[config.mk]
export PLATFORM = sky130hd
export DESIGN_NAME = memory_controller
export DESIGN_NICKNAME = d
export VERILOG_FILES = /design/src/rtl/memory_controller.sv
export SDC_FILE = /design/constraint.sdc
export NUM_CORES = 1
export LEC_CHECK = 0
export ABC_AREA = 1
export CAP_MARGIN = 30
export CORE_MARGIN = 3
export CORE_UTILIZATION = 53
export CTS_CLUSTER_SIZE = 10
export DETAILED_ROUTE_END_ITERATION = 7
export GPL_ROUTABILITY_DRIVEN = 0
export PLACE_DENSITY = 0.91
export SYNTH_ARGS = -nofsm -noshare
export SYNTH_HDL_FRONTEND = slang
export SYNTH_SLANG_ARGS = --single-unit
[constraint.sdc]
create_clock -name clockIn -period 3.98 [get_ports clockIn]
set_input_delay 0.398 -clock clockIn [delete_from_list [all_inputs] [get_ports clockIn]]
set_output_delay 0.398 -clock clockIn [all_outputs]
set_load 0.01 [all_outputs]
[src/rtl/memory_controller.sv]
// rtl/memory_controller.sv - byte-serial RAM/IO port shared by instruction fetch and load/store buffer
//
// Arbitrates between IF (word reads) and LSB (byte/half/word loads and stores)
// round-robin, serialises each access into single-byte RAM cycles, assembles
// read data little-endian and pulses a one-cycle ok to the winning requester.
//
// Ports:
//   clockIn, resetIn      clock (rising edge), synchronous active-low reset
//   readyIn               global enable, 0 holds every register
//   clearIn               pipeline flush, aborts in-flight reads
//   ifFlag/ifAddr         IF word read request (held until ifOkFlag)
//   ifData/ifOkFlag       fetched word and its completion pulse
//   lsbFlag/lsbOp         LSB request; op[2]=store, op[1:0]=byte/half/word
//   lsbAddr/lsbDataIn     LSB byte address and store data
//   lsbDataOut/lsbOkFlag  zero-extended load data and completion pulse
//   ramIn                 RAM read byte, one cycle after its address
//   ramOut/ramAddr        RAM write byte and byte address
//   ramWrite              RAM write strobe
//   ioBufferFull          IO write buffer full, stalls IO stores

module memory_controller #(
  parameter logic [31:0] IO_ADDR_HI = 32'h0003_0000
) (
  input  logic        clockIn,
  input  logic        resetIn,
  input  logic        readyIn,
  input  logic        clearIn,
  input  logic        ifFlag,
  input  logic [31:0] ifAddr,
  output logic [31:0] ifData,
  output logic        ifOkFlag,
  input  logic        lsbFlag,
  input  logic [2:0]  lsbOp,
  input  logic [31:0] lsbAddr,
  input  logic [31:0] lsbDataIn,
  output logic [31:0] lsbDataOut,
  output logic        lsbOkFlag,
  input  logic [7:0]  ramIn,
  output logic [7:0]  ramOut,
  output logic [31:0] ramAddr,
  output logic        ramWrite,
  input  logic        ioBufferFull
);

  typedef enum logic [1:0] {
    S_IDLE  = 2'd0,
    S_READ  = 2'd1,
    S_WRITE = 2'd2
  } state_e;

  state_e      state_q, state_d;
  logic [31:0] addr_q, addr_d;
  logic [31:0] wdata_q, wdata_d;
  logic [31:0] rdata_q, rdata_d;
  logic [31:0] if_data_q, if_data_d;
  logic [31:0] lsb_data_q, lsb_data_d;
  logic [1:0]  size_q, size_d;
  logic [2:0]  cnt_q, cnt_d;
  logic        is_if_q, is_if_d;
  logic        last_if_q, last_if_d;
  logic        if_ok_q, if_ok_d;
  logic        lsb_ok_q, lsb_ok_d;
  logic        lsb_ok_rd_q, lsb_ok_rd_d;

  logic [2:0]  nbytes;
  logic [31:0] byte_addr;
  logic        io_stall;
  logic        grant_if;
  logic        grant_lsb;

  always_comb begin
    unique case (size_q)
      2'b00:   nbytes = 3'd1;
      2'b01:   nbytes = 3'd2;
      default: nbytes = 3'd4;
    endcase
    byte_addr = addr_q + {29'd0, cnt_q};
    io_stall  = (byte_addr >= IO_ADDR_HI) && ioBufferFull;
  end

  always_comb begin
    state_d     = state_q;
    addr_d      = addr_q;
    wdata_d     = wdata_q;
    rdata_d     = rdata_q;
    if_data_d   = if_data_q;
    lsb_data_d  = lsb_data_q;
    size_d      = size_q;
    cnt_d       = cnt_q;
    is_if_d     = is_if_q;
    last_if_d   = last_if_q;
    lsb_ok_rd_d = lsb_ok_rd_q;
    if_ok_d     = 1'b0;
    lsb_ok_d    = 1'b0;
    grant_if    = 1'b0;
    grant_lsb   = 1'b0;
    ramWrite    = 1'b0;
    ramAddr     = 32'd0;
    ramOut      = 8'd0;

    unique case (state_q)
      S_IDLE: begin
        // No grant during an ok cycle: the completed requester still holds its flag.
        if (!clearIn && !if_ok_q && !lsb_ok_q) begin
          grant_if  = ifFlag && (!lsbFlag || !last_if_q);
          grant_lsb = lsbFlag && !grant_if;
          if (grant_if) begin
            addr_d    = ifAddr;
            size_d    = 2'b10;
            is_if_d   = 1'b1;
            last_if_d = 1'b1;
            cnt_d     = 3'd0;
            rdata_d   = 32'd0;
            state_d   = S_READ;
          end else if (grant_lsb) begin
            addr_d    = lsbAddr;
            size_d    = lsbOp[1:0];
            wdata_d   = lsbDataIn;
            is_if_d   = 1'b0;
            last_if_d = 1'b0;
            cnt_d     = 3'd0;
            rdata_d   = 32'd0;
            state_d   = lsbOp[2] ? S_WRITE : S_READ;
          end
        end
      end

      S_READ: begin
        // cnt_q is the byte being addressed; ramIn carries byte cnt_q-1.
        ramAddr = byte_addr;
        case (cnt_q)
          3'd1:    rdata_d[7:0]   = ramIn;
          3'd2:    rdata_d[15:8]  = ramIn;
          3'd3:    rdata_d[23:16] = ramIn;
          3'd4:    rdata_d[31:24] = ramIn;
          default: ;
        endcase
        if (clearIn) begin
          state_d = S_IDLE;
        end else if (cnt_q == nbytes) begin
          state_d = S_IDLE;
          if (is_if_q) begin
            if_ok_d   = 1'b1;
            if_data_d = rdata_d;
          end else begin
            lsb_ok_d    = 1'b1;
            lsb_ok_rd_d = 1'b1;
            lsb_data_d  = rdata_d;
          end
        end else begin
          cnt_d = cnt_q + 3'd1;
        end
      end

      S_WRITE: begin
        ramAddr = byte_addr;
        case (cnt_q[1:0])
          2'd0:    ramOut = wdata_q[7:0];
          2'd1:    ramOut = wdata_q[15:8];
          2'd2:    ramOut = wdata_q[23:16];
          default: ramOut = wdata_q[31:24];
        endcase
        // Stores are committed, so clearIn is ignored here.
        if (!io_stall) begin
          ramWrite = 1'b1;
          if (cnt_q == nbytes - 3'd1) begin
            state_d     = S_IDLE;
            lsb_ok_d    = 1'b1;
            lsb_ok_rd_d = 1'b0;
          end else begin
            cnt_d = cnt_q + 3'd1;
          end
        end
      end

      default: state_d = S_IDLE;
    endcase
  end

  always_ff @(posedge clockIn) begin
    if (!resetIn) begin
      state_q     <= S_IDLE;
      addr_q      <= 32'd0;
      wdata_q     <= 32'd0;
      rdata_q     <= 32'd0;
      if_data_q   <= 32'd0;
      lsb_data_q  <= 32'd0;
      size_q      <= 2'd0;
      cnt_q       <= 3'd0;
      is_if_q     <= 1'b0;
      last_if_q   <= 1'b0;
      if_ok_q     <= 1'b0;
      lsb_ok_q    <= 1'b0;
      lsb_ok_rd_q <= 1'b0;
    end else if (readyIn) begin
      state_q     <= state_d;
      addr_q      <= addr_d;
      wdata_q     <= wdata_d;
      rdata_q     <= rdata_d;
      if_data_q   <= if_data_d;
      lsb_data_q  <= lsb_data_d;
      size_q      <= size_d;
      cnt_q       <= cnt_d;
      is_if_q     <= is_if_d;
      last_if_q   <= last_if_d;
      if_ok_q     <= if_ok_d;
      lsb_ok_q    <= lsb_ok_d;
      lsb_ok_rd_q <= lsb_ok_rd_d;
    end
  end

  // A flush landing on a read's ok cycle still discards it; store oks stand.
  assign ifOkFlag   = if_ok_q & ~clearIn;
  assign lsbOkFlag  = lsb_ok_q & ~(clearIn & lsb_ok_rd_q);
  assign ifData     = if_data_q;
  assign lsbDataOut = lsb_data_q;

endmodule

# ---- After elaboration in Yosys (flattened, before gate mapping)
# Cells that the tools add are included.
dict set report word_totals {
  regBits 171
  in_bits 114
  output_inout_bits 107
  elab_cells 125
}
dict set report classes {
  n_addsub 3
  order_cmp 1
  eq_ne 21
  muxes 53
  bitwise 7
  reduce_logical 28
}
# operator n
set ops {}
lappend ops {{2-to-1 mux 32 bit} 6}
lappend ops {{case mux 32 bit (2 select lines)} 1}
lappend ops {{2-to-1 mux 8 bit} 5}
lappend ops {{adder 32 x 3 -> 32 bit} 1}
lappend ops {{greater-or-equal comparator 32 x 18 -> 1 bit, second input constant} 1}
lappend ops {{case mux 8 bit (3 select lines)} 1}
lappend ops {{2-to-1 mux 3 bit} 7}
lappend ops {{2-to-1 mux 2 bit} 10}
lappend ops {{2-to-1 mux 1 bit} 18}
lappend ops {{!= test 2 bit, second input constant} 8}
lappend ops {{AND reduction 5 bit} 3}
lappend ops {{case mux 3 bit (3 select lines)} 1}
lappend ops {{AND reduction 4 bit} 2}
lappend ops {{AND reduction 8 bit} 1}
lappend ops {{AND reduction 7 bit} 1}
lappend ops {{== test 2 x 1 -> 1 bit, second input constant} 3}
lappend ops {{== test 3 x 2 -> 1 bit, second input constant} 2}
lappend ops {{== test 3 bit} 2}
lappend ops {{zero test 1 bit} 6}
lappend ops {{zero test 2 bit} 3}
lappend ops {{!= test 3 bit, second input constant} 2}
lappend ops {{case mux 2 bit (3 select lines)} 1}
lappend ops {{case mux 3 bit (2 select lines)} 1}
lappend ops {{AND reduction 6 bit} 1}
lappend ops {{other kinds (13)} 26}

# ---- Depth between registers and ports, before layout
dict set report depth {
  ltp_word 9
  ltp_mapped 20
  mapped_depth_nobuf 20
}

# ---- Worst setup path before layout
# No wires, ideal clock.
dict set report synth_path {
  path_kind {flip-flop to output port}
  start {register cnt_q[0]}
  end {output ramWrite}
  arrival_time_ns 2.105
  t_required_ns 3.582
  setup_slack_ns 1.477
  stages_incl_launch_ff 17
  n_path_buf 0
  path_cell_list {dfxtp_1 ha_1 inv_1 fa_1 inv_1 nand3_1 nand2_2 nand2_1 nor2_2 nand2_1 nand2_1 nand2_1 a21oi_1 nand2_1 nor2_2 a21boi_0 nor2_1}
}
dict set report synth_via {
  elab_chain_cells 5
}
# element line
set synth_lines {}
lappend synth_lines {{start: declaration} 58} ;# logic [2:0] cnt_q, cnt_d;
lappend synth_lines {{start signal: assignment} 203} ;# cnt_q <= cnt_d;
lappend synth_lines {{adder 32 x 3 -> 32 bit} 77} ;# byte_addr = addr_q + {29'd0, cnt_q};
lappend synth_lines {{greater-or-equal comparator 32 x 18 -> 1 bit} 78} ;# io_stall = (byte_addr >= IO_ADDR_HI) && ioBufferFull;
lappend synth_lines {{logical AND 1 bit} 78}
lappend synth_lines {{2-to-1 mux 1 bit} 164} ;# if (!io_stall) begin
lappend synth_lines {{2-to-1 mux 1 bit} 101} ;# unique case (state_q)
lappend synth_lines {{end: declaration} 41} ;# output logic ramWrite,
# No other way between the ends.

# ---- Worst setup path in the final report
# Same ends and word-level chain as after synthesis.

==> run_summary.xml <==
<?xml version="1.0" encoding="UTF-8"?>
<metrics>
  <group name="run_status">
    <metric name="outcome" unit="">complete, no violations</metric>
  </group>
  <group name="timing">
    <metric name="worstMarginPinSlew" unit="ns">0.9262</metric>
    <metric name="period_needed" unit="ns">3.475</metric>
    <metric name="rsz0062_at_grt" unit="">no</metric>
    <metric name="finalHoldViolCount" unit="">0</metric>
    <metric name="setup_tns" unit="ns">0</metric>
    <metric name="max-slew-margin-rel" unit="%">38.19</metric>
    <metric name="timing.clock.skew" unit="ns">0.01119</metric>
    <metric name="fmax" unit="GHz">0.2878</metric>
    <metric name="finalSetupViolCount" unit="">0</metric>
    <metric name="timing.final.crit_share" unit="%">87.30</metric>
    <metric name="drv_slew" unit="">0</metric>
  </group>
  <group name="route">
    <metric name="antenna_violating_nets_post_route" unit="">0</metric>
    <metric name="detailedRoute.firstPassIterationCount" unit="">5</metric>
    <metric name="drt-total-wl" unit="um">25540</metric>
    <metric name="m1WireLength" unit="um">10360</metric>
    <metric name="met2_wirelength" unit="um">12320</metric>
    <metric name="initialDrtViolationCount" unit="">820</metric>
    <metric name="routed_wire_length_per_instance" unit="um">15.29</metric>
    <metric name="via_per_instance_ratio" unit="">5.511</metric>
    <metric name="via_count" unit="">9203</metric>
    <metric name="dr_wl_met3" unit="um">1982</metric>
    <metric name="top_signal_layer_used" unit="">met5</metric>
    <metric name="post-route-drc-count" unit="">0</metric>
  </group>
  <group name="die">
    <metric name="chipWidth" unit="um">133.1</metric>
    <metric name="rows" unit="">45</metric>
    <metric name="vertical_die_dimension" unit="um">133.1</metric>
    <metric name="floorplan.initialDensity" unit="%">55.31</metric>
    <metric name="core-area" unit="um2">15480</metric>
    <metric name="area_of_the_die" unit="um2">17720</metric>
    <metric name="floorplan.io_pins" unit="">221</metric>
  </group>
  <group name="critical_path">
    <metric name="crit_type" unit="">flip-flop to output port</metric>
    <metric name="worstSetupStartpoint" unit="">cnt_q[0]</metric>
    <metric name="rr_endpoint" unit="">cnt_q[1]</metric>
    <metric name="worst-endpoint-arrival" unit="ns">3.08</metric>
    <metric name="ff2ff_path_depth" unit="">20</metric>
    <metric name="critical_path.max_fanout" unit="">7</metric>
    <metric name="crit_path_start_kind" unit="">flip-flop</metric>
    <metric name="crit-reg2reg-launch" unit="">cnt_q[0]</metric>
    <metric name="ff2ff_setup_slack" unit="ns">1.09</metric>
    <metric name="setup.worst_path.end_class" unit="">output port</metric>
    <metric name="worst-endpoint-required" unit="ns">3.58</metric>
  </group>
  <group name="place">
    <metric name="placement.io_buffers" unit="">220</metric>
    <metric name="post-dp-hpwl" unit="um">17990</metric>
    <metric name="placement.cell_area" unit="um2">10840</metric>
    <metric name="place.detailed.instances" unit="">1638</metric>
  </group>
  <group name="global_route">
    <metric name="track_usage" unit="%">28.32</metric>
    <metric name="wire_length_of_the_first_global_routing_pass" unit="um">41690</metric>
    <metric name="number_of_antenna_violations_at_the_first_check_in_global_routing" unit="">2</metric>
    <metric name="grt_start_max_net_pins" unit="">76</metric>
    <metric name="global_route_total_overflow" unit="">0</metric>
    <metric name="first_global_vias" unit="">8502</metric>
  </group>
  <group name="yosys">
    <metric name="synth.yosys.seq_area_share" unit="%">39.98</metric>
    <metric name="mappedNetlistArea" unit="um2">8563</metric>
    <metric name="ys_async_sr_fraction" unit="%">0</metric>
    <metric name="ys_top_cells_by_count" unit="">250 x sky130_fd_sc_hd__nand2_1, 174 x sky130_fd_sc_hd__o21ai_0, 171 x sky130_fd_sc_hd__dfxtp_1, 171 x sky130_fd_sc_hd__inv_1, 138 x sky130_fd_sc_hd__a21oi_1</metric>
    <metric name="yosysTopAreaCellShare" unit="%">39.98</metric>
    <metric name="postSynthNetCount" unit="">1396</metric>
    <metric name="syn-mean-instance-area" unit="um2">6.748</metric>
    <metric name="synth_edf_count" unit="">0</metric>
    <metric name="synthCells" unit="">1269</metric>
    <metric name="synth_seq_cells" unit="">171</metric>
    <metric name="yosysWarningCount" unit="">0</metric>
    <metric name="post_synth_main_area_contributors" unit="">sky130_fd_sc_hd__dfxtp_1 40%, sky130_fd_sc_hd__nand2_1 11%, sky130_fd_sc_hd__o21ai_0 10%</metric>
    <metric name="netlist-cell-type-count" unit="">31</metric>
    <metric name="yosys_most_used_dff" unit="">sky130_fd_sc_hd__dfxtp_1</metric>
    <metric name="leading_cell_type_by_number_of_instances_after_synthesis" unit="">sky130_fd_sc_hd__nand2_1</metric>
    <metric name="synth_top_area_cell" unit="">sky130_fd_sc_hd__dfxtp_1</metric>
  </group>
  <group name="clock_tree">
    <metric name="worst_skew_pair.late_latency" unit="ns">0.43</metric>
    <metric name="post_cts.repair.setup_buffers" unit="">0</metric>
    <metric name="cts_htree_levels" unit="">4</metric>
    <metric name="root_buffer" unit="">sky130_fd_sc_hd__clkbuf_16</metric>
    <metric name="bufs_on_longest_clock_path" unit="">2</metric>
    <metric name="cts_inserted_buffers" unit="">17</metric>
    <metric name="cts_num_sinks" unit="">171</metric>
    <metric name="cts_tree" unit="">built</metric>
    <metric name="clk_pin_slew_worst_paths" unit="ns">0.07</metric>
  </group>
  <group name="finish">
    <metric name="postLayoutCoreUtil" unit="%">74.29</metric>
    <metric name="post_route_cells_drive_above_1_share" unit="%">4.387</metric>
    <metric name="n_antenna_cell" unit="">0</metric>
    <metric name="stdcell_area" unit="um2">11500</metric>
    <metric name="synthToLayoutAreaGrowth" unit="%">34.34</metric>
    <metric name="combined_area_of_the_multi_input_logic_cells" unit="um2">4230</metric>
    <metric name="design.final.nets" unit="">1573</metric>
    <metric name="final-instance-count-excl-fill" unit="">1670</metric>
    <metric name="nFillCells" unit="">1175</metric>
    <metric name="ff_latch_area" unit="um2">3423</metric>
  </group>
  <group name="pwr">
    <metric name="power.static_leakage" unit="nW">4.518</metric>
    <metric name="pwr_density_cell" unit="nW/um2">407.1</metric>
    <metric name="irDropWorstVdd" unit="V">0.0003532</metric>
  </group>
  <group name="worst_hold_path">
    <metric name="hold_path_end" unit="">addr_q[13]</metric>
    <metric name="min_path_cells" unit="">3</metric>
    <metric name="worst_hold_check_path_type" unit="">input pin to flip-flop</metric>
    <metric name="worstHoldStart" unit="">resetIn</metric>
  </group>
  <group name="flow_run">
    <metric name="max_cap_violations" unit="">0</metric>
  </group>
</metrics>
state kept, by name (all words and copies together) (netlist names):
signal,flops
addr_q,32
cnt_q,3
ifData,32
if_ok_q,1
last_if_q,1
lsbDataOut,32
lsb_ok_q,1
lsb_ok_rd_q,1
rdata_q,32
size_q,2
state_q,2
wdata_q,32
where the power goes:
group	internal, mW	switching [mW]
sequential	1.82	0.0784
combinational	0.369	0.583
clock	1.10	0.733
metrics by stage:
step / worst slack, ns / hold WS [ns] / power, mW
finish: 0.5053 / 0.2580 / 4.683
global route: 0.1650 / 0.2708 / 4.888
CTS: 0.1451 / 0.2493 / 4.674
detailed placement: 0.6706 / 0.4364 / 2.845
global placement: 0.7687 / 0.4324 / 2.812
floorplan: 1.477 / 0.4407 / 2.496
layout make-up:
| type | count | share of cell area, % |
|---|---|---|
| timing repair buffer | 231 | 19.84 |
| sequential | 171 | 29.76 |
| inverter | 172 | 5.612 |
| tap | 211 | 2.295 |
| clock inverter | 13 | 1.784 |
| multi-input combinational | 853 | 36.77 |
| clock buffer | 19 | 3.937 |
cells in the final DEF, fill, tap and decap left out, drive strengths merged:
cell and count:
nand2 256, clkdlybuf4s50 218, inv 176, o21ai 174, dfxtp 171, nor2 142
a21oi 138, a31oi 41, a211oi 26, clkbuf 19, nand3 17, nand3b 16
ha 12, buf 12, mux2i 8, nor3 5, nand4 5, clkinv 5
bufinv 4, xor2 3, and2 2, a21boi 2, o21bai 2, xnor2 1
o211ai 1, nor4 1, fa 1, dlymetal6s2s 1
layer usage:
layer | global-route usage (%) | up-vias
li1 | - | 4485
met1 | 36.60 | 4233
met2 | 46.33 | 405
met3 | 5.740 | 76
met4 | 11.94 | 4
met5 | 0 | -
worst max-delay path, cell delays in order (launching register included):
cell and delay [ns]:
sky130_fd_sc_hd__dfxtp_1 0.40, sky130_fd_sc_hd__ha_1 0.21, sky130_fd_sc_hd__inv_1 0.06, sky130_fd_sc_hd__fa_1 0.37
sky130_fd_sc_hd__inv_1 0.12, sky130_fd_sc_hd__nand3_1 0.10, sky130_fd_sc_hd__nand2_2 0.13, sky130_fd_sc_hd__nand2_2 0.11
sky130_fd_sc_hd__nor2_4 0.18, sky130_fd_sc_hd__nand2_1 0.09, sky130_fd_sc_hd__nand2_1 0.09, sky130_fd_sc_hd__nand2_1 0.05
sky130_fd_sc_hd__nor2_1 0.10, sky130_fd_sc_hd__nand2_1 0.08, sky130_fd_sc_hd__nor2_1 0.12, sky130_fd_sc_hd__a21boi_0 0.13
sky130_fd_sc_hd__nor2_1 0.10, sky130_fd_sc_hd__dlymetal6s2s_1 0.21
repair_timing:
| action | in CTS | in global routing |
|---|---|---|
| setup endpoints to repair | 0 | 1 |
| gates resized for setup | 0 | 1 |
| endpoints found under the hold margin | 0 | 0 |
| hold buffers | 0 | 0 |
kinds of logic (layout without fill, tap and decap cells):
family                   Yosys count  after routing  share of synthesized area [%]
XOR/XNOR                           4              4                         0.4092
multiplexers                       8              8                         0.9352
buffers and inverters            245            435                          10.77
AO/OA/AOI/OAI                    384            384                          23.95
adder cells (fa/ha/maj)           13             13                          1.987
flip-flops                       171            171                          39.98
AND/OR/NAND/NOR                  444            444                          21.98
worst max path at each step:
stage | to | slack (ns) | cells past startpoint
after global routing | ramWrite | 0.17 | 17
after global placement | ramWrite | 0.77 | 17
final | ramWrite | 0.51 | 17
after floorplan | ramWrite | 1.48 | 16
after CTS | ramWrite | 0.15 | 17
after detailed placement | ramWrite | 0.67 | 17
No activity file was read; power rests on OpenSTA's default activity.
